### config.mk
export PLATFORM = sky130hd
export DESIGN_NAME = addsub_arbiter
export DESIGN_NICKNAME = d
export VERILOG_FILES = /design/src/rtl/addsub_arbiter.sv
export SDC_FILE = /design/constraint.sdc
export NUM_CORES = 1
export LEC_CHECK = 0
export CAP_MARGIN = 20
export CORE_MARGIN = 5
export CORE_UTILIZATION = 38
export CTS_BUF_LIST = sky130_fd_sc_hd__clkbuf_2
export DETAILED_ROUTE_END_ITERATION = 16
export PLACE_DENSITY_LB_ADDON = 0.25
export SYNTH_ARGS = -nofsm -noshare
export SYNTH_HDL_FRONTEND = slang
export SYNTH_SLANG_ARGS = --single-unit
export TNS_END_PERCENT = 100
### constraint.sdc
create_clock -name clk -period 1.1 [get_ports clk]
set_input_delay 0.33 -clock clk [delete_from_list [all_inputs] [get_ports clk]]
set_output_delay 0.33 -clock clk [all_outputs]
set_load 0.02 [all_outputs]
### src/rtl/addsub_arbiter.sv
// Round-robin front end that shares one combinational par_addsub between two requesters.
// Optional signed-overflow capture is compiled in with `define ADDSUB_ARB_OVF_EN.
module addsub_arbiter #(
  parameter int W = 4
) (
  input  logic         clk,
  input  logic         rst_n,
  input  logic         req0,
  input  logic [W-1:0] a0,
  input  logic [W-1:0] b0,
  input  logic         op0,
  input  logic         req1,
  input  logic [W-1:0] a1,
  input  logic [W-1:0] b1,
  input  logic         op1,
  output logic         gnt0,
  output logic         gnt1,
  output logic         done0,
  output logic         done1,
  output logic [W-1:0] res,
  output logic         cout,
  output logic         ovf,
  output logic         busy,
  output logic [W-1:0] au_a,
  output logic [W-1:0] au_b,
  output logic         au_c,
  input  logic [W-1:0] au_s,
  input  logic         au_d,
  output logic [1:0]   dbg_state
);

  typedef enum logic [1:0] {
    ST_IDLE = 2'd0,
    ST_EXEC = 2'd1,
    ST_RESP = 2'd2
  } state_t;

  state_t       r_state;
  logic         r_ptr;
  logic         r_owner;
  logic         r_gnt0;
  logic         r_gnt1;
  logic         r_done0;
  logic         r_done1;
  logic [W-1:0] r_res;
  logic         r_cout;
  logic [W-1:0] r_au_a;
  logic [W-1:0] r_au_b;
  logic         r_au_c;

  logic w_any;
  logic w_pick1;

  // Requester 1 wins when it is alone, or when both ask and the pointer favours it.
  assign w_any   = req0 | req1;
  assign w_pick1 = req1 & (~req0 | r_ptr);

  always_ff @(posedge clk or negedge rst_n) begin
    if (!rst_n) begin
      r_state <= ST_IDLE;
      r_ptr   <= 1'b0;
      r_owner <= 1'b0;
      r_gnt0  <= 1'b0;
      r_gnt1  <= 1'b0;
      r_done0 <= 1'b0;
      r_done1 <= 1'b0;
      r_res   <= '0;
      r_cout  <= 1'b0;
      r_au_a  <= '0;
      r_au_b  <= '0;
      r_au_c  <= 1'b0;
    end else begin
      r_gnt0  <= 1'b0;
      r_gnt1  <= 1'b0;
      r_done0 <= 1'b0;
      r_done1 <= 1'b0;
      case (r_state)
        ST_IDLE: begin
          if (w_any) begin
            r_au_a  <= w_pick1 ? a1 : a0;
            r_au_b  <= w_pick1 ? b1 : b0;
            r_au_c  <= w_pick1 ? op1 : op0;
            r_gnt0  <= ~w_pick1;
            r_gnt1  <= w_pick1;
            r_owner <= w_pick1;
            r_ptr   <= ~w_pick1;
            r_state <= ST_EXEC;
          end
        end
        ST_EXEC: begin
          r_res   <= au_s;
          r_cout  <= au_d;
          r_done0 <= ~r_owner;
          r_done1 <= r_owner;
          r_state <= ST_RESP;
        end
        ST_RESP: r_state <= ST_IDLE;
        default: r_state <= ST_IDLE;
      endcase
    end
  end

`ifdef ADDSUB_ARB_OVF_EN
  logic r_ovf;
  logic w_ovf_next;

  // Subtract overflows only when operand signs differ; add only when they match.
  always_comb begin
    w_ovf_next = 1'b0;
    if (r_au_c)
      w_ovf_next = (r_au_a[W-1] != r_au_b[W-1]) && (au_s[W-1] != r_au_a[W-1]);
    else
      w_ovf_next = (r_au_a[W-1] == r_au_b[W-1]) && (au_s[W-1] != r_au_a[W-1]);
  end

  always_ff @(posedge clk or negedge rst_n) begin
    if (!rst_n)
      r_ovf <= 1'b0;
    else if (r_state == ST_EXEC)
      r_ovf <= w_ovf_next;
  end

  assign ovf = r_ovf;
`else
  assign ovf = 1'b0;
`endif

  assign gnt0      = r_gnt0;
  assign gnt1      = r_gnt1;
  assign done0     = r_done0;
  assign done1     = r_done1;
  assign res       = r_res;
  assign cout      = r_cout;
  assign au_a      = r_au_a;
  assign au_b      = r_au_b;
  assign au_c      = r_au_c;
  assign busy      = (r_state != ST_IDLE);
  assign dbg_state = r_state;

endmodule

Yosys cells after proc, flatten, opt, wreduce, memory -nomap -nowiden
Cells that the tools add are included.
W data, S select, Z words.
- register bits after elaboration: 22
- input bits: 27
- output and inout port bits: 22
- logic and storage cells: 34
- equal/unequal tests: 2
- mux-type cells: 11
- bitwise logic cells: 6
- reductions and logical operators: 3
- operator list (cell ; count):
    $mux W4 ; 2
    $mux W1 ; 7
    $pmux W2 S2 ; 1
    $not A1 Y1 ; 3
    $eq A2 B1 Y1 const B ; 1
    $logic_not A2 Y1 ; 1
    $mux W2 ; 1
    $ne A2 B2 Y1 const B ; 1
    $or A1 B1 Y1 ; 2
    $reduce_and A2 Y1 ; 1
    $reduce_bool A2 Y1 ; 1
    $and A1 B1 Y1 ; 1

Longest topological paths before layout
- depth after elaboration: 6
- gate-level depth with buffers: 5
- depth with buffers taken out: 3

Worst setup path after synthesis
Ideal clock, no wire load.
- path type: flip-flop to output port
- from: register r_state[1] (netlist: dbg_state[1])
- to: output port busy
- arrival time: 1065 ps
- required time: 770 ps
- slack: -295 ps
- stages on the path, launching flop included: 4
- cells stage by stage: dfrtp_1 > nor2_1 > clkbuf_1 > inv_1
- word-level cells in the longest chain between the ends: 1
- RTL lines (element ; RTL line ; text):
    from (decl) ; 38 ; state_t r_state;
    from (signal assigned) ; 60 ; r_state <= ST_IDLE;
    from (signal assigned) ; 87 ; r_state <= ST_EXEC;
    from (signal assigned) ; 95 ; r_state <= ST_RESP;
    $reduce_bool A2 Y1 ; 137 ; assign busy = (r_state != ST_IDLE);
    to (decl) ; 23 ; output logic busy,
Every way passes these cells.

Worst setup path after layout
- from: register r_state[0] (netlist: dbg_state[0])
- to: output port dbg_state[0]
- RTL lines (element ; RTL line ; text):
    to (decl) ; 29 ; output logic [1:0] dbg_state
No word-level cell between the ends.

==> summary.md <==
| Metric | Value |
|---|---|
| Cell taking the most area after synthesis | `dfrtp_1` |
| Final WL | `slightly below 3000 um` |
| CTS buffer count | `3` |
| RSZ-0062 raised after global routing | `true` |
| Met1 usage | `17.6%` |
| Vias in the first global route | `1006` |
| Leakage power total | `0.842 nW` |
| Final Hold Viols | `0` |
| Register area share after synthesis | `50.7%` |
| CTS Root Cell | `clkbuf_2` |
| Design Area, Final | `1930 sq um` |
| Mean Syn Cell Area | `between 10 and 15 sq um` |
| Clock-pin slew on the worst setup and hold paths | `about 0.21 ns` |
| Reg2reg start | `dbg_state[1]` |
| Global-route wire length before repair | `4800 um` |
| P per Cell Area | `3070 nW/um^2` |
| CP Data Arrival Time | `1.07 ns` |
| Post-synthesis adder-cell area fraction | `0%` |
| Synth cell count leaders | `22 x dfrtp_1, 10 x nand3_1, 9 x a21oi_1, 9 x a31oi_4, 9 x o21ai_0` |
| DR WL/cell | `~16 um` |
| Initial Utilization | `39.4%` |
| Die W | `63.5 um` |
| Final core occ | `70.1%` |
| Worst Setup End Kind | `output port` |
| Cells after Synth | `88` |
| Pre-CTS setup slack | `-0.562 ns` |
| Worst setup SP type | `register` |
| Synth area leaders | `dfrtp_1 51%, a31oi_4 18%, mux2_1 5.2%, nand3_1 4.6%, a21oi_1 4.1%` |
| Failing checks | `negative setup slack` |
| TNS Setup | `-6.74 ns` |
| Vias/cell | `around 4.9` |
| Achievable Freq | `716 MHz` |
| Placed Cells | `171` |
| Setup CP Type | `register to output port` |
| HP Class | `primary input to async pin` |
| EDFF count, synth | `0` |
| Share of cells above drive strength 1 | `50.3%` |
| Complex-gate fraction of the synthesized area | `between 20% and 30%` |
| Largest net degree at the start of global routing | `23` |
| Syn nets | `approximately 120` |
| Vias | `930` |
| Final WS setup | `-0.296 ns` |
| Routing usage on met2 | `approximately 25%` |
| Buffers on Ports | `47` |
| Max-cap violations | `0` |
| Area grow syn2layout | `78.0%` |
| Ant. Diodes | `0` |
| Critical Path Fanout Max | `2` |
| DP Wirelength | `2010 um` |
| Post-route ant nets | `0` |
| Max VDD drop | `2.31 mV` |
| Tmin final | `1.40 ns` |
| Die Height | `63.5 um` |
| Worst path cell trace | `buf_4, buf_6` |
| Placed cell area | `1650 sq um` |
| Setup violations, final | `40` |
| Latest clock arrival within the worst-skew pair | `0.31 ns` |
| I/O pin count | `between 40 and 50` |
| Critical Path Max Stage Delay | `0.47 ns` |
| Tot GR Track Use | `14.9%` |
| Main flop type after synthesis | `dfrtp_1` |
| Final Max Tran Viols | `0` |
| Clock skew | `0.00165 ns` |
| Crit-path leading delay family | `flip-flops` |
| Mux share of post-synthesis cell area | `approximately 5.2%` |
| Area of the core | `2760 sq um` |
| Synth warn | `0` |
| # DRC | `0` |
| Worst Path Buf+Inv | `2` |
| Asr flop ratio synth | `100%` |
| Hold_ws | `0.321 ns` |
| Final instance count without filler cells | `190` |
| Tcrit/Tclk final | `127%` |
| Initial antenna violation count | `0` |
| CTS HTree Levels | `1` |
| 1st-pass router iterations | `4` |
| Area share of the largest cell type after synthesis | `50.7%` |
| Yosys reg bits | `22` |
| Count leader, synth | `dfrtp_1` |
| Fillers | `211` |
| Crit-path slowest cell | `dfrtp_2` |
| Outcome | `complete, but fails checks` |
| Clock Path Buffers | `2` |
| GRT busiest layer | `met2` |
| Final nets | `187` |
| Crit path from | `dbg_state[0]` |
| Met3 GRT Util | `under 10%` |
| Largest family of logic cells by synthesized area | `compound AO/OA/AOI/OAI gates` |
| Mapped Area | `approximately 1100 sq um` |
| CTS tree | `built` |
| GRT overflow | `0` |
| Die area | `a little over 4000 sq um` |
| Post-synthesis xor/xnor area fraction | `0%` |
| Total power | `5.93 mW` |
| CP required | `0.77 ns` |
| Simple-Gate Fraction of Synth Area | `about 9%` |
| RePlAce Congestion | `0.747` |
| FF-to-FF path depth | `7` |
| Rows | `19` |
| CTS Sinks | `22` |
| Levels on crit path | `2` |
| Yosys cell types | `22` |
| Initial DRC count | `43` |
## path summary, 6_finish.rpt
path                            slack (ns)           end
worst max-delay path                 -0.30  dbg_state[0]
worst min-delay path                  0.32        res[1]
worst max register to register       -0.29       au_b[1]
worst min register to register        0.47         done0
max in group asynchronous             0.63  dbg_state[0]
min in group clk                      0.47         done0
## what timing repair did
item	CTS	global route
setup buffers	8	7
gates resized for setup	142	6
endpoints found under the setup margin	43	42
pin swaps	3	1
hold buffers	0	0
## report_power, final
part	internal (mW)	leakage, nW	total [mW]	switching (mW)
Sequential	1.21	0.258	1.49	0.283
Clock	0.314	0.0266	0.557	0.243
Combinational	2.20	0.557	3.88	1.68
Total	3.72	0.842	5.93	2.20
## layout by cell type (no fill, tap or decap), drive strengths merged
cell | netlist | layout
bufinv | 0 | 1
clkbuf | 1 | 3
clkdlybuf4s50 | 0 | 26
nor2b | 1 | 1
or2 | 1 | 1
a21oi | 9 | 9
o21ai | 10 | 10
nand3 | 10 | 10
a21boi | 1 | 1
and2 | 1 | 1
buf | 6 | 48
a31oi | 9 | 9
conb | 1 | 1
mux2 | 5 | 5
nor2 | 3 | 3
o21a | 1 | 1
inv | 5 | 5
nand2b | 2 | 2
dfrtp | 22 | 22
## layer usage
metal,up-vias,share of wire (%)
li1,450,-
met1,448,41
met2,30,53
met3,2,5.6
met4,0,0.92
met5,-,0
## cell families after synthesis
| group | Yosys count |
|---|---|
| other | 1 |
| muxes | 5 |
| DFF | 22 |
| and+or+nand+nor | 18 |
| buffers and inverters | 12 |
| AOI/OAI and AO/OA | 30 |
## cell type report
class,instances,area [sq um],area share [%]
repair buffers,74,756,39.1
flip-flops and latches,22,553,28.6
multi-input cells,54,522,27.0
well taps,31,38.8,2.01
clock inverters,1,30.0,1.55
inverters,5,18.8,0.971
clock buffers,3,15.0,0.777
## state kept, by name (all words and copies together), names as in the netlist
register and cells:
dbg_state 2, r_ptr 1, gnt1 1, au_a 4, gnt0 1, res 4
done0 1, au_b 4, r_owner 1, cout 1, au_c 1, done1 1
Power figures use the tool's default switching activity.
